==> src/rtl/instr_fetch_if.sv <==
// Fetch-unit bus: instruction memory port, redirect input and instruction queue output.
// The master modport is the fetch unit; the slave modport is its environment.
interface instr_fetch_if;
    logic        imem_req;
    logic [31:0] imem_addr;
    logic        imem_gnt;
    logic        imem_rvalid;
    logic [31:0] imem_rdata;
    logic        redirect_valid;
    logic [31:0] redirect_pc;
    logic        out_valid;
    logic        out_ready;
    logic [31:0] out_instr;
    logic [31:0] out_pc;

    modport master (
        output imem_req,
        output imem_addr,
        input  imem_gnt,
        input  imem_rvalid,
        input  imem_rdata,
        input  redirect_valid,
        input  redirect_pc,
        output out_valid,
        input  out_ready,
        output out_instr,
        output out_pc
    );

    modport slave (
        input  imem_req,
        input  imem_addr,
        output imem_gnt,
        output imem_rvalid,
        output imem_rdata,
        output redirect_valid,
        output redirect_pc,
        input  out_valid,
        output out_ready,
        input  out_instr,
        input  out_pc
    );
endinterface

==> src/rtl/instr_fetch.sv <==
// Instruction fetch unit: one outstanding memory request at a time, results queued
// in a small FIFO with their PCs; a redirect flushes the queue and drops in-flight data.
module instr_fetch #(
    parameter logic [31:0] RESET_PC = 32'h0000_0000,
    parameter int unsigned QDEPTH   = 2
) (
    input logic           clk,
    input logic           reset,
    instr_fetch_if.master bus
);

    localparam int unsigned PW = (QDEPTH > 1) ? $clog2(QDEPTH) : 1;
    localparam int unsigned CW = $clog2(QDEPTH + 1);

    typedef enum logic [1:0] {StFetch, StWait, StDrop} state_e;

    state_e        state_q;
    logic [31:0]   fetch_pc_q;
    logic [31:0]   req_pc_q;
    logic [PW-1:0] head_q;
    logic [PW-1:0] tail_q;
    logic [CW-1:0] count_q;
    logic [31:0]   q_pc_q    [QDEPTH];
    logic [31:0]   q_instr_q [QDEPTH];

    logic        redirect;
    logic [31:0] redirect_pc_aligned;
    logic        have_space;
    logic        issue;
    logic        push;
    logic        pop;

    function automatic logic [PW-1:0] ptr_inc(input logic [PW-1:0] p);
        if (p == PW'(QDEPTH - 1)) return '0;
        return p + PW'(1);
    endfunction

    assign redirect            = bus.redirect_valid;
    assign redirect_pc_aligned = {bus.redirect_pc[31:2], 2'b00};
    assign have_space          = count_q < CW'(QDEPTH);

    // Requests are only raised with free queue space, so a push can never overflow.
    assign bus.imem_req  = !reset && (state_q == StFetch) && have_space && !redirect;
    assign bus.imem_addr = fetch_pc_q;
    assign issue         = bus.imem_req && bus.imem_gnt;
    assign push          = (state_q == StWait) && bus.imem_rvalid && !redirect;
    assign pop           = bus.out_valid && bus.out_ready;

    assign bus.out_valid = !reset && (count_q != '0);
    assign bus.out_instr = bus.out_valid ? q_instr_q[head_q] : '0;
    assign bus.out_pc    = bus.out_valid ? q_pc_q[head_q] : '0;

    always_ff @(posedge clk) begin
        if (reset) begin
            state_q    <= StFetch;
            fetch_pc_q <= RESET_PC;
            req_pc_q   <= RESET_PC;
            head_q     <= '0;
            tail_q     <= '0;
            count_q    <= '0;
        end else begin
            case (state_q)
                StFetch: begin
                    if (issue) begin
                        req_pc_q <= fetch_pc_q;
                        state_q  <= redirect ? StDrop : StWait;
                    end
                end
                StWait: begin
                    if (bus.imem_rvalid) state_q <= StFetch;
                    else if (redirect)   state_q <= StDrop;
                end
                StDrop: begin
                    if (bus.imem_rvalid) state_q <= StFetch;
                end
                default: state_q <= StFetch;
            endcase

            if (redirect)   fetch_pc_q <= redirect_pc_aligned;
            else if (issue) fetch_pc_q <= fetch_pc_q + 32'd4;

            // Flush wins over a same-cycle pop; the popped head is still consumed downstream.
            if (redirect) begin
                head_q  <= '0;
                tail_q  <= '0;
                count_q <= '0;
            end else begin
                if (push) begin
                    q_pc_q[tail_q]    <= req_pc_q;
                    q_instr_q[tail_q] <= bus.imem_rdata;
                    tail_q            <= ptr_inc(tail_q);
                end
                if (pop) head_q <= ptr_inc(head_q);
                case ({push, pop})
                    2'b10:   count_q <= count_q + CW'(1);
                    2'b01:   count_q <= count_q - CW'(1);
                    default: count_q <= count_q;
                endcase
            end
        end
    end

endmodule

==> src/flat_wrapper.sv <==
// flat-port wrapper written by rule: the top's interface ports become plain ports
module instr_fetch_flat 
#(
    parameter logic [31:0] RESET_PC = 32'h0000_0000,
    parameter int unsigned QDEPTH   = 2
)
  (clk, reset, bus_imem_req, bus_imem_addr, bus_imem_gnt, bus_imem_rvalid, bus_imem_rdata, bus_redirect_valid, bus_redirect_pc, bus_out_valid, bus_out_ready, bus_out_instr, bus_out_pc);
  instr_fetch_if bus_i ();
  input logic clk;
  input logic reset;
  output wire logic [$bits(bus_i.imem_req)-1:0] bus_imem_req;
  output wire logic [$bits(bus_i.imem_addr)-1:0] bus_imem_addr;
  input wire logic [$bits(bus_i.imem_gnt)-1:0] bus_imem_gnt;
  input wire logic [$bits(bus_i.imem_rvalid)-1:0] bus_imem_rvalid;
  input wire logic [$bits(bus_i.imem_rdata)-1:0] bus_imem_rdata;
  input wire logic [$bits(bus_i.redirect_valid)-1:0] bus_redirect_valid;
  input wire logic [$bits(bus_i.redirect_pc)-1:0] bus_redirect_pc;
  output wire logic [$bits(bus_i.out_valid)-1:0] bus_out_valid;
  input wire logic [$bits(bus_i.out_ready)-1:0] bus_out_ready;
  output wire logic [$bits(bus_i.out_instr)-1:0] bus_out_instr;
  output wire logic [$bits(bus_i.out_pc)-1:0] bus_out_pc;
  assign bus_imem_req = bus_i.imem_req;
  assign bus_imem_addr = bus_i.imem_addr;
  assign bus_i.imem_gnt = bus_imem_gnt;
  assign bus_i.imem_rvalid = bus_imem_rvalid;
  assign bus_i.imem_rdata = bus_imem_rdata;
  assign bus_i.redirect_valid = bus_redirect_valid;
  assign bus_i.redirect_pc = bus_redirect_pc;
  assign bus_out_valid = bus_i.out_valid;
  assign bus_i.out_ready = bus_out_ready;
  assign bus_out_instr = bus_i.out_instr;
  assign bus_out_pc = bus_i.out_pc;
  instr_fetch #(.RESET_PC(RESET_PC), .QDEPTH(QDEPTH)) u_core (.clk(clk), .reset(reset), .bus(bus_i));
endmodule
==> config.mk <==
export PLATFORM = sky130hd
export DESIGN_NAME = instr_fetch_flat
export DESIGN_NICKNAME = d
export VERILOG_FILES = /design/src/rtl/instr_fetch_if.sv /design/src/rtl/instr_fetch.sv /design/src/flat_wrapper.sv
export SDC_FILE = /design/constraint.sdc
export NUM_CORES = 1
export LEC_CHECK = 0
export ABC_AREA = 1
export BUFFER_PORTS_ARGS = -buffer_cell sky130_fd_sc_hd__buf_2
export CORE_ASPECT_RATIO = 0.75
export CORE_MARGIN = 1.5
export CORE_UTILIZATION = 62
export CTS_BUF_LIST = sky130_fd_sc_hd__clkbuf_8
export CTS_CLUSTER_SIZE = 14
export DETAILED_ROUTE_END_ITERATION = 8
export GPL_ROUTABILITY_DRIVEN = 0
export HOLD_SLACK_MARGIN = 0.08
export MAX_ROUTING_LAYER = met4
export PLACE_DENSITY = 0.88
export SYNTH_ARGS = -nofsm -noshare
export SYNTH_HDL_FRONTEND = slang
export SYNTH_SLANG_ARGS = --single-unit
==> constraint.sdc <==
create_clock -name clk -period 12.6 [get_ports clk]
set_input_delay 0.63 -clock clk [delete_from_list [all_inputs] [get_ports clk]]
set_output_delay 0.63 -clock clk [all_outputs]
set_load 0.02 [all_outputs]
* Yosys cells after proc, flatten, opt, wreduce, memory -nomap -nowiden *
Memories as Yosys holds them, arrays and structs flattened. A register that Yosys moved wholly into a read port is not among the register bits.
Index checks and enable logic that the tools add are counted.

storage, ports and cells
  register bits = 70
  bits in latches = 0
  bits in writable memories = 128
  memory bits (read-only) = 0
  input port bits = 70
  output and inout bits = 98
  word-level logic and storage cells = 70
  memories = 2

cells by class
  $add $sub $neg = 5
  multipliers = 0
  div/mod/pow operators = 0
  magnitude comparators = 1
  equality and inequality tests = 7
  shift-type cells = 0
  multiplexer cells = 31
  bitwise logic cells = 0
  reductions and logical operators = 17

memories
  memory            words  bits a word  read ports  clocked after memory_dff  write ports  RTL line           RTL
  u_core.q_instr_q  2      32           1           1                         1            instr_fetch.sv:24  logic [31:0] q_instr_q [QDEPTH];
  u_core.q_pc_q     2      32           1           1                         1            instr_fetch.sv:23  logic [31:0] q_pc_q [QDEPTH];

operator list
  operator                                          number
  two-way mux 32 bit                                4
  adder 32 x 3 -> 32 bit, second input constant     1
  two-way mux 1 bit                                 20
  two-way mux 2 bit                                 5
  logical AND 1 bit                                 8
  case mux 2 bit (3 select lines)                   1
  nonzero test 2 bit                                3
  == test 2 x 1 -> 1 bit, second input constant     2
  == test 2 bit, second input constant              2
  case mux 2 bit (2 select lines)                   1
  != test 3 bit, second input constant              1
  AND reduction 3 bit                               1
  adder 1 bit, second input constant                2
  adder 2 x 1 -> 2 bit, second input constant       1
  zero test 1 bit                                   2
  zero test 2 bit                                   1
  < comparator 2 bit, second input constant         1
  != test 2 x 1 -> 1 bit, second input constant     1
  != test 2 bit, second input constant              1
  AND reduction 2 bit                               1
  OR reduction 2 bit                                1
  subtractor 2 x 1 -> 2 bit, second input constant  1

* Depth between registers and ports, before layout *
Gate-level depths: netlist of run 1.

  depth after elaboration = 9
  depth in mapped cells = 12

* Least setup slack after synthesis of run 1 *
Ideal clock, no wire load.

  path type = input port to flip-flop
  start point = in bus_redirect_valid
  end point = mem u_core.q_instr_q[0][0], enable pin
  arrival time = 5.276 ns
  slack = 6.765 ns
  stages = 4
  buffers on the path = 1
  path through = buf_4 -> nor2_8 -> inv_1 -> nor3_1

on the way
  word-level cells in the longest chain between the ends = 6

ends and longest elaborated chain
  item                                       RTL line            RTL
  from (decl)                                flat_wrapper.sv:16  input wire logic [$bits(bus_i.redirect_valid)-1:0] bus_redirect_valid;
  zero test 1 bit                            instr_fetch.sv:46   assign push = (state_q == StWait) && bus.imem_rvalid && !redirect;
  logical AND 1 bit                          instr_fetch.sv:46
  two-way mux 1 bit                          instr_fetch.sv:88   if (push) begin
  two-way mux 1 bit *                        instr_fetch.sv:83   if (redirect) begin
  two-way mux 1 bit *                        instr_fetch.sv:54   if (reset) begin
  two-way mux 1 bit (implied by the code) *  instr_fetch.sv:90   q_instr_q[tail_q] <= bus.imem_rdata;
  to (decl)                                  instr_fetch.sv:24

Mark *: on every way between the ends. The rest lies on a longest branch, timed or not.

==> flow_metrics.env, run 1 <==
export IMPL_cap_violations=0
export IMPL_synthTopCellsByArea="edfxtp_1, dfxtp_1, nand2_1"
export IMPL_final_setup_skew_ps=14.9
export IMPL_synth_top_area_share=0.439
export IMPL_cts_sinks=191
export IMPL_yosysSeqAreaShare=0.597
export IMPL_slew_headroom=0.285
export IMPL_fp_dieW_microns=138
export IMPL_critPathKind="register to primary output"
export IMPL_worstPathMaxFanout=38
export IMPL_drt_initial_drc_count=509
export IMPL_cts_root_buffer="clkbuf_8"
export IMPL_final_util=0.743
export IMPL_grt_use_total=0.269
export IMPL_dieHeight_microns=104
export IMPL_globalRouteOverflowTotal=0
export IMPL_syn_area_sq_um=8480
export IMPL_fin_nets=1077
export IMPL_multi_input_area_sq_um=2740
export IMPL_ioPinCount=168
export IMPL_worst_setup_path_end_kind="primary output"
export IMPL_area_delta_synth_final_pct=15.3
export IMPL_grt_max_degree=76
export IMPL_post_drt_wl_per_cell_microns=15.6
export IMPL_drt_total_wl_mm=18.6
export IMPL_cts_buffers_inserted=17
export IMPL_cts_resized_gates=0
export IMPL_netlist_instances=854
export IMPL_hold_viol=0
export IMPL_max_slew_worst_pin_slew_ps=1070
export IMPL_routedLengthMet1_mm=8.19
export IMPL_cts_max_path_buffers=2
export IMPL_cts_hold_buf=0
export IMPL_setup_violations=0
export IMPL_antenna_found_initial=0
export IMPL_synth_distinct_cells=36
export IMPL_synth_edf_count=124
export IMPL_dp_cells=1157
export IMPL_num_fill_cells=960
export IMPL_syn_area_per_cell_sq_um=9.93
export IMPL_power_density_nw_per_um2=121
export IMPL_grt_pass1_wl_mm=29.6
export IMPL_synth_async_reset_ratio=0
export IMPL_coreArea_sq_um=13200
export IMPL_worstPathArrival_ps=2450
export IMPL_fin_cells=1189
export IMPL_ir_drop_mv=0.0748
export IMPL_synth_most_common_cell="nand2_1"
export IMPL_dr_wl_met2_mm=8.58
export IMPL_fmax_mhz=324
export IMPL_drt_pre_antenna_iters=5
export IMPL_path_clk_slew_ps=110
export IMPL_rsz0062_at_grt="no"
export IMPL_drive_above_1_share=0.278
export IMPL_yosysWarnings=0
export IMPL_finalSetupTns_ps=0
export IMPL_startpoint_type="register"
export IMPL_antenna_left=0
export IMPL_start_util=0.645
export IMPL_diodes=0
export IMPL_crit_required_ps=11970
export IMPL_row_count=36
export IMPL_status="finished, final reports clean"
export IMPL_dp_hpwl_mm=12.4
export IMPL_drc=0
export IMPL_clkLatencyLatePin_ps=460
export IMPL_via_per_inst=5.34
export IMPL_wl_met3_mm=1.47
export IMPL_p_leak_nw=4.50
export IMPL_hold_class="input port to register"
export IMPL_cts_setup_buffers=0
export IMPL_fin_crit_sh=0.245
export IMPL_synth_ff_type="edfxtp_1"
export IMPL_synth_seq_cells=191
export IMPL_vias=6353
export IMPL_cts_htree_levels=4
export IMPL_ys_top_cells_by_count="nand2_1, inv_1, edfxtp_1"
export IMPL_design_die_area_sq_um=14400
export IMPL_portBuffers=161
export IMPL_finalCriticalPeriod_ps=3080
export IMPL_first_global_vias=5943
export IMPL_yosys_area_top_type="edfxtp_1"
export IMPL_dr_max_layer_used="met4"
export IMPL_cts_tree="yes"
export IMPL_drv_slew=0
export IMPL_seq_area_sq_um=5070
flip-flops by register name (all words and copies together), names as in the netlist, named ones only:
register              cells
u_core.tail_q             1
u_core.q_instr_q         64
u_core.req_pc_q          30
u_core.q_pc_q            60
u_core.state_q            2
u_core.count_q            2
u_core.bus.imem_addr     30
u_core.head_q             1
cells by family (layout without fill, tap and decap cells):
kind of cell | count (synthesis) | in the layout | synth area share
other | 1 | 4 | 0.000442
AND/OR/NAND/NOR | 328 | 328 | 0.167
XOR/XNOR | 5 | 5 | 0.00516
AO/OA/AOI/OAI | 98 | 98 | 0.0621
buffers and inverters | 167 | 328 | 0.0828
flip-flops | 191 | 191 | 0.597
adder cells (fa/ha/maj) | 2 | 2 | 0.00295
multiplexers | 62 | 62 | 0.0823
worst max-delay path: stages (launching register included):
cell and delay [ps]:
dfxtp_2 740, buf_4 560, mux2_2 400, nand2_1 60, inv_1 60, buf_2 150
final cells by class:
type,count,area share
Clock buffer,17,0.0239
Clock inverter,15,0.0188
Tap cell,171,0.0219
Multi-Input combinational cell,499,0.281
Timing Repair Buffer,167,0.0870
Inverter,129,0.0495
Sequential cell,191,0.518
worst paths after layout:
| kind | startpoint | to | slack, ps | depth (start not counted) |
|---|---|---|---|---|
| max | register | bus_out_instr[17] | 9520 | 5 |
| min | bus_imem_rdata[22] | u_core.q_instr_q[0][22] | 340 | 1 |
| max reg2reg | u_core.state_q[1] | u_core.q_pc_q[0][29] | 9990 | 4 |
| min reg2reg | u_core.req_pc_q[31] | u_core.q_pc_q[0][31] | 460 | 0 |
where the power goes:
part / internal, mW / total (mW) / switching [mW] / leakage, nW
Combinational: 0.0254 / 0.0756 / 0.0502 / 2.56
Sequential: 0.677 / 0.690 / 0.0136 / 1.73
Clock: 0.184 / 0.413 / 0.230 / 0.212
placed cells by master, fill, tap and decap left out, types with 3 or more instances in the layout:
master	n
a21oi_1	42
inv_1	128
a31oi_1	8
dfxtp_1	66
nor2_1	61
inv_6	3
nand2_1	188
mux2_2	62
xor2_1	5
clkinv_4	3
nand2_2	3
nand4_1	8
buf_4	6
nor2_4	5
o21ai_0	41
edfxtp_1	124
conb_1	4
nand3_1	47
nor3_1	5
clkbuf_8	17
buf_2	161
nor2_2	4
routing by layer:
| metal | GRT usage | vias up |
|---|---|---|
| li1 | - | 3097 |
| met1 | 0.359 | 2953 |
| met2 | 0.419 | 268 |
| met3 | 0.0571 | 35 |
| met4 | 0.0812 | 0 |
| met5 | - | - |
per-stage QoR:
step / instance area [sq um] / hold slack (ps) / setup WS [ps] / power [mW]
detailed placement: 9360 / 436 / 9200 / 0.778
global placement: 9360 / 429 / 9210 / 0.775
floorplan: 8490 / 420 / 6770 / 0.748
CTS: 9780 / 329 / 9470 / 1.18
finish: 9780 / 342 / 9520 / 1.18
global route: 9780 / 317 / 9360 / 1.22
Note: power is estimated with default switching activity, not from simulation.
==> run 2, diff against run 1 <==
--- a/config.mk
+++ b/config.mk
@@ -9,14 +9,14 @@
 export BUFFER_PORTS_ARGS = -buffer_cell sky130_fd_sc_hd__buf_2
 export CORE_ASPECT_RATIO = 0.75
 export CORE_MARGIN = 1.5
-export CORE_UTILIZATION = 62
+export CORE_UTILIZATION = 52
 export CTS_BUF_LIST = sky130_fd_sc_hd__clkbuf_8
 export CTS_CLUSTER_SIZE = 14
 export DETAILED_ROUTE_END_ITERATION = 8
 export GPL_ROUTABILITY_DRIVEN = 0
 export HOLD_SLACK_MARGIN = 0.08
 export MAX_ROUTING_LAYER = met4
-export PLACE_DENSITY = 0.88
+export PLACE_DENSITY = 0.79
 export SYNTH_ARGS = -nofsm -noshare
 export SYNTH_HDL_FRONTEND = slang
 export SYNTH_SLANG_ARGS = --single-unit
==> constraint.sdc (replaced) <==
create_clock -name clk -period 2.8 [get_ports clk]
set_input_delay 0.14 -clock clk [delete_from_list [all_inputs] [get_ports clk]]
set_output_delay 0.14 -clock clk [all_outputs]
set_load 0.02 [all_outputs]
==> run 2 against run 1 <==
  * Critical path depth grew 1
  * Critical endpoint is now bus_out_pc[24]
  * Combinational power rose to 5.6 times the previous value
  * Non-clock buffer count increased by 67
  * Largest cell class unchanged
  * Critical path type unchanged
  * Sequential power rose to 4.5 times the previous value
  * Sequential share of layout area decreased by 3.6 points
  * Highest routed layer unchanged
==> flow_metrics.env, run 2 (synthesis gave the netlist of run 1 again) <==
export IMPL_dr_wl_met2_mm=8.55
export IMPL_largest_registers="u_core.q_instr_q: 64 flops, u_core.q_pc_q: 60 flops"
export IMPL_cts_max_path_buffers=2
export IMPL_first_global_vias=6037
export IMPL_worstPathMaxFanout=63
export IMPL_antenna_left=0
export IMPL_hold_viol=0
export IMPL_critPathKind="register to primary output"
export IMPL_seq_area_sq_um=5070
export IMPL_layout_cells_most_common_list="nand2_1, buf_2, inv_1, edfxtp_1, dfxtp_1"
export IMPL_via_per_inst=5.07
export IMPL_vias=6563
export IMPL_cap_violations=0
export IMPL_dr_max_layer_used="met4"
export IMPL_path_clk_slew_ps=90
export IMPL_cts_root_buffer="clkbuf_8"
export IMPL_startpoint_type="register"
export IMPL_dp_hpwl_mm=12.2
export IMPL_grt_max_degree=76
export IMPL_cts_setup_buffers=0
export IMPL_fin_nets=1144
export IMPL_cts_resized_gates=0
export IMPL_fp_dieW_microns=150
export IMPL_slew_headroom=0.538
export IMPL_finalCriticalPeriod_ps=2240
export IMPL_antenna_found_initial=0
export IMPL_grt_use_total=0.242
export IMPL_multi_input_area_sq_um=2760
export IMPL_ir_drop_mv=0.290
export IMPL_drv_slew=0
export IMPL_hold_class="input port to register"
export IMPL_drive_above_1_share=0.264
export IMPL_grt_pass1_wl_mm=30.4
export IMPL_diodes=0
export IMPL_drt_initial_drc_count=502
export IMPL_start_util=0.531
export IMPL_post_drt_wl_per_cell_microns=14.9
export IMPL_design_die_area_sq_um=17100
export IMPL_cts_hold_buf=64
export IMPL_final_setup_skew_ps=14.6
export IMPL_fin_hold_ws_ps=114
export IMPL_power_density_nw_per_um2=496
export IMPL_ioPinCount=168
export IMPL_wl_met3_mm=1.69
export IMPL_row_count=40
export IMPL_globalRouteOverflowTotal=0
export IMPL_p_leak_nw=4.78
export IMPL_clkLatencyLatePin_ps=460
export IMPL_largest_reg_flops=64
export IMPL_num_fill_cells=1213
export IMPL_drt_pre_antenna_iters=5
export IMPL_finalSetupTns_ps=0
export IMPL_crit_required_ps=2660
export IMPL_status="finished, final reports clean"
export IMPL_area_delta_synth_final_pct=23.8
export IMPL_drc=0
export IMPL_setup_violations=0
export IMPL_worst_setup_path_end_kind="primary output"
export IMPL_coreArea_sq_um=16000
export IMPL_cts_tree="yes"
export IMPL_regMostFlops="u_core.q_instr_q"
export IMPL_cts_sinks=191
export IMPL_dieHeight_microns=114
export IMPL_routedLengthMet1_mm=8.70
export IMPL_rsz0062_at_grt="no"
export IMPL_fin_crit_sh=0.801
export IMPL_worstPathArrival_ps=2100
export IMPL_max_slew_worst_pin_slew_ps=693
export IMPL_cts_htree_levels=4
export IMPL_layout_commonest_cell="nand2_1"
export IMPL_drt_total_wl_mm=19.3
export IMPL_fmax_mhz=446
export IMPL_cts_buffers_inserted=17
export IMPL_portBuffers=161
==> run 2: stage by stage <==
stage / util / instance area (sq um) / setup slack [ps] / cells / power (mW)
2_1_floorplan: - / 8500 / -652 / 857 / 3.37
3_3_place_gp: 0.595 / 9490 / 997 / 1199 / 3.50
3_5_place_dp: 0.595 / 9490 / 948 / 1199 / 3.51
4_1_cts: 0.657 / 10500 / 502 / 1295 / 5.22
5_1_grt: 0.657 / 10500 / 365 / 1295 / 5.41
6_report: 0.657 / 10500 / 557 / 1295 / 5.20
==> run 2: per-layer routing <==
layer  track usage  up-vias
li1              -     3231
met2         0.360      297
met5             -        -
met4        0.0699        0
met3        0.0508       27
met1         0.335     3008
==> run 2: report_power, final <==
group          internal [mW]  switching (mW)
combinational          0.178           0.242
clock                  0.680           0.993
sequential              3.05          0.0639
total                   3.90            1.30
==> run 2: layout make-up <==
type | instances | share of cell area
clock buffers | 19 | 0.0249
clock inverters | 13 | 0.00977
inverters | 129 | 0.0461
multi-input cells | 499 | 0.262
flip-flops and latches | 191 | 0.483
well taps | 210 | 0.0250
repair buffers | 234 | 0.149
==> run 2: critical path, stage by stage, from the launching register on <==
cell and delay [ps]:
dfxtp_1 370, inv_1 90, a21oi_4 160, buf_4 580
nand2_1 190, inv_1 80, buf_2 160
==> run 2: path summary, 6_finish.rpt <==
path / startpoint / to / slack (ps) / cells past startpoint
hold / removal: bus_redirect_valid / u_core.bus.imem_addr[10] / 110 / 3
setup / recovery: u_core.count_q[0] / bus_out_pc[24] / 560 / 6
hold reg to reg: u_core.req_pc_q[14] / u_core.q_pc_q[0][14] / 460 / 0
setup reg to reg: u_core.state_q[0] / u_core.bus.imem_addr[15] / 980 / 8
==> run 3, diff against run 2 <==
==> constraint.sdc (replaced) <==
create_clock -name clk -period 1.9 [get_ports clk]
set_input_delay 0.095 -clock clk [delete_from_list [all_inputs] [get_ports clk]]
set_output_delay 0.095 -clock clk [all_outputs]
set_load 0.02 [all_outputs]
==> run 3 against run 2 <==
  * Die area unchanged
  * Critical path depth rose by 1
  * Final cell count grew 1.1%
  * Via count rose by 2.2%
  * Cell area rose by 2.9%
  * First-iteration DRC count is 38% higher
  * Worst hold slack improved by 3.5 ps
  * Global-route usage increased by 0.33 points
  * Utilization is 1.9 points higher
  * Sequential power increased by 47%
  * Flip-flop and latch count unchanged
  * Highest routed layer unchanged
==> flow_metrics.env, run 3 (synthesis gave the netlist of run 1 again) <==
export IMPL_p_leak_nw=4.91
export IMPL_dr_max_layer_used="met4"
export IMPL_wl_met3_mm=1.52
export IMPL_antenna_found_initial=0
export IMPL_worst_setup_path_end_kind="primary output"
export IMPL_grt_use_total=0.245
export IMPL_crit_slowest_cell="dfxtp_1"
export IMPL_drt_pre_antenna_iters=7
export IMPL_first_global_vias=6118
export IMPL_hold_class="input port to register"
export IMPL_cts_tree="yes"
export IMPL_fin_crit_sh=0.989
export IMPL_critPathKind="register to primary output"
export IMPL_design_die_area_sq_um=17100
export IMPL_worstPathArrival_ps=1780
export IMPL_cap_violations=0
export IMPL_dr_wl_met2_mm=9.40
export IMPL_clkLatencyLatePin_ps=460
export IMPL_fmax_mhz=532
export IMPL_antenna_left=0
export IMPL_drc=0
export IMPL_rsz0062_at_grt="yes"
export IMPL_cts_buffers_inserted=17
export IMPL_ioPinCount=168
export IMPL_worstPathMaxFanout=15
export IMPL_crit_required_ps=1800
export IMPL_portBuffers=161
export IMPL_power_density_nw_per_um2=728
export IMPL_cts_htree_levels=4
export IMPL_grt_max_degree=76
export IMPL_power_mw=7.86
export IMPL_post_drt_wl_per_cell_microns=16.1
export IMPL_drt_total_wl_mm=21.1
export IMPL_status="finished, final reports clean"
export IMPL_worst_slack_ps=21.3
export IMPL_fp_dieW_microns=150
export IMPL_regMostFlops="u_core.q_instr_q"
export IMPL_final_util=0.676
export IMPL_hold_viol=0
export IMPL_layout_commonest_cell="nand2_1"
export IMPL_cts_sinks=191
export IMPL_dp_hpwl_mm=12.3
export IMPL_dieHeight_microns=114
export IMPL_start_util=0.531
export IMPL_cp_slowest_stage_delay_ps=390
export IMPL_globalRouteOverflowTotal=0
export IMPL_drt_initial_drc_count=692
export IMPL_finalCriticalPeriod_ps=1880
export IMPL_path_clk_slew_ps=100
export IMPL_cts_root_buffer="clkbuf_8"
export IMPL_setup_violations=0
export IMPL_final_setup_skew_ps=15.7
export IMPL_drive_above_1_share=0.278
export IMPL_layout_cells_most_common_list="nand2_1, buf_2, inv_1, edfxtp_1, dlygate4sd3_1"
export IMPL_drv_slew=0
export IMPL_coreArea_sq_um=16000
export IMPL_largest_registers="u_core.q_instr_q: 64 flops, u_core.q_pc_q: 60 flops"
export IMPL_area_delta_synth_final_pct=27.3
export IMPL_via_per_inst=5.12
export IMPL_startpoint_type="register"
export IMPL_cts_max_path_buffers=2
export IMPL_dpl_worst_slack_ps=182
export IMPL_largest_reg_flops=64
export IMPL_seq_area_sq_um=5070
export IMPL_row_count=40
export IMPL_diodes=0
export IMPL_ir_drop_mv=0.449
export IMPL_routedLengthMet1_mm=9.82
export IMPL_path_cells="inv_1 -> a21oi_4 -> buf_12 -> buf_6 -> nand2_1 -> inv_1 -> buf_2"
export IMPL_vias=6706
export IMPL_multi_input_area_sq_um=2780
export IMPL_num_fill_cells=1246
export IMPL_grt_pass1_wl_mm=30.8
export IMPL_fin_nets=1158
export IMPL_finalSetupTns_ps=0
export IMPL_worst_path_most_repeated_cell="inv_1"
## run 3: cell count changes in the layout (fill, tap and decap cells not counted), sizes merged
cell,delta
buf,+9
bufinv,+1
clkbuf,+3
clkinv,+2
clkinvlp,-1
dlygate4sd3,+1
inv,-1
## run 3: final timing paths
path	from	end	slack (ps)	cells after the start
hold / removal	bus_redirect_valid	u_core.tail_q	120	4
setup / recovery	u_core.count_q[0]	bus_out_instr[14]	20	7
hold reg to reg	u_core.req_pc_q[31]	u_core.q_pc_q[0][31]	450	0
setup reg to reg	u_core.count_q[0]	u_core.count_q[1]	70	10
## run 3: cell type report
type / count / area share
repair buffers: 248 / 0.167
well taps: 210 / 0.0243
flip-flops and latches: 191 / 0.470
multi-input cells: 499 / 0.258
clock inverters: 14 / 0.0138
clock buffers: 18 / 0.0229
inverters: 129 / 0.0451
## run 3: routing by layer
layer | track usage | vias up
met5 | - | -
met4 | 0.0745 | 0
met3 | 0.0472 | 27
met2 | 0.360 | 296
met1 | 0.345 | 3122
li1 | - | 3261
## run 3: power by group
group | switching [mW] | internal [mW]
logic | 0.370 | 0.275
clock network | 1.52 | 1.12
registers | 0.0901 | 4.49
## run 3: what timing repair did
item,CTS,global route
endpoints found under the hold margin,101,0
setup buffers,0,1
gates cloned,1,5
resized for setup,4,3
setup endpoints to repair,25,63
hold buffers,65,0
pin swaps,0,1
## run 3: metrics by stage
stage	cells	cell area, sq um	hold WS (ps)
after floorplan	857	8530	194
after global placement	1205	9570	282
final	1309	10800	117
after CTS	1303	10700	81.0
after global routing	1309	10800	103
after detailed placement	1205	9570	287
## run 3: critical path: cells and delay by family (launching register included)
kind | cells | cell delay (ps)
DFF | 1 | 390
buffers and inverters | 5 | 670
and+or+nand+nor | 1 | 80
AOI/OAI and AO/OA | 1 | 180
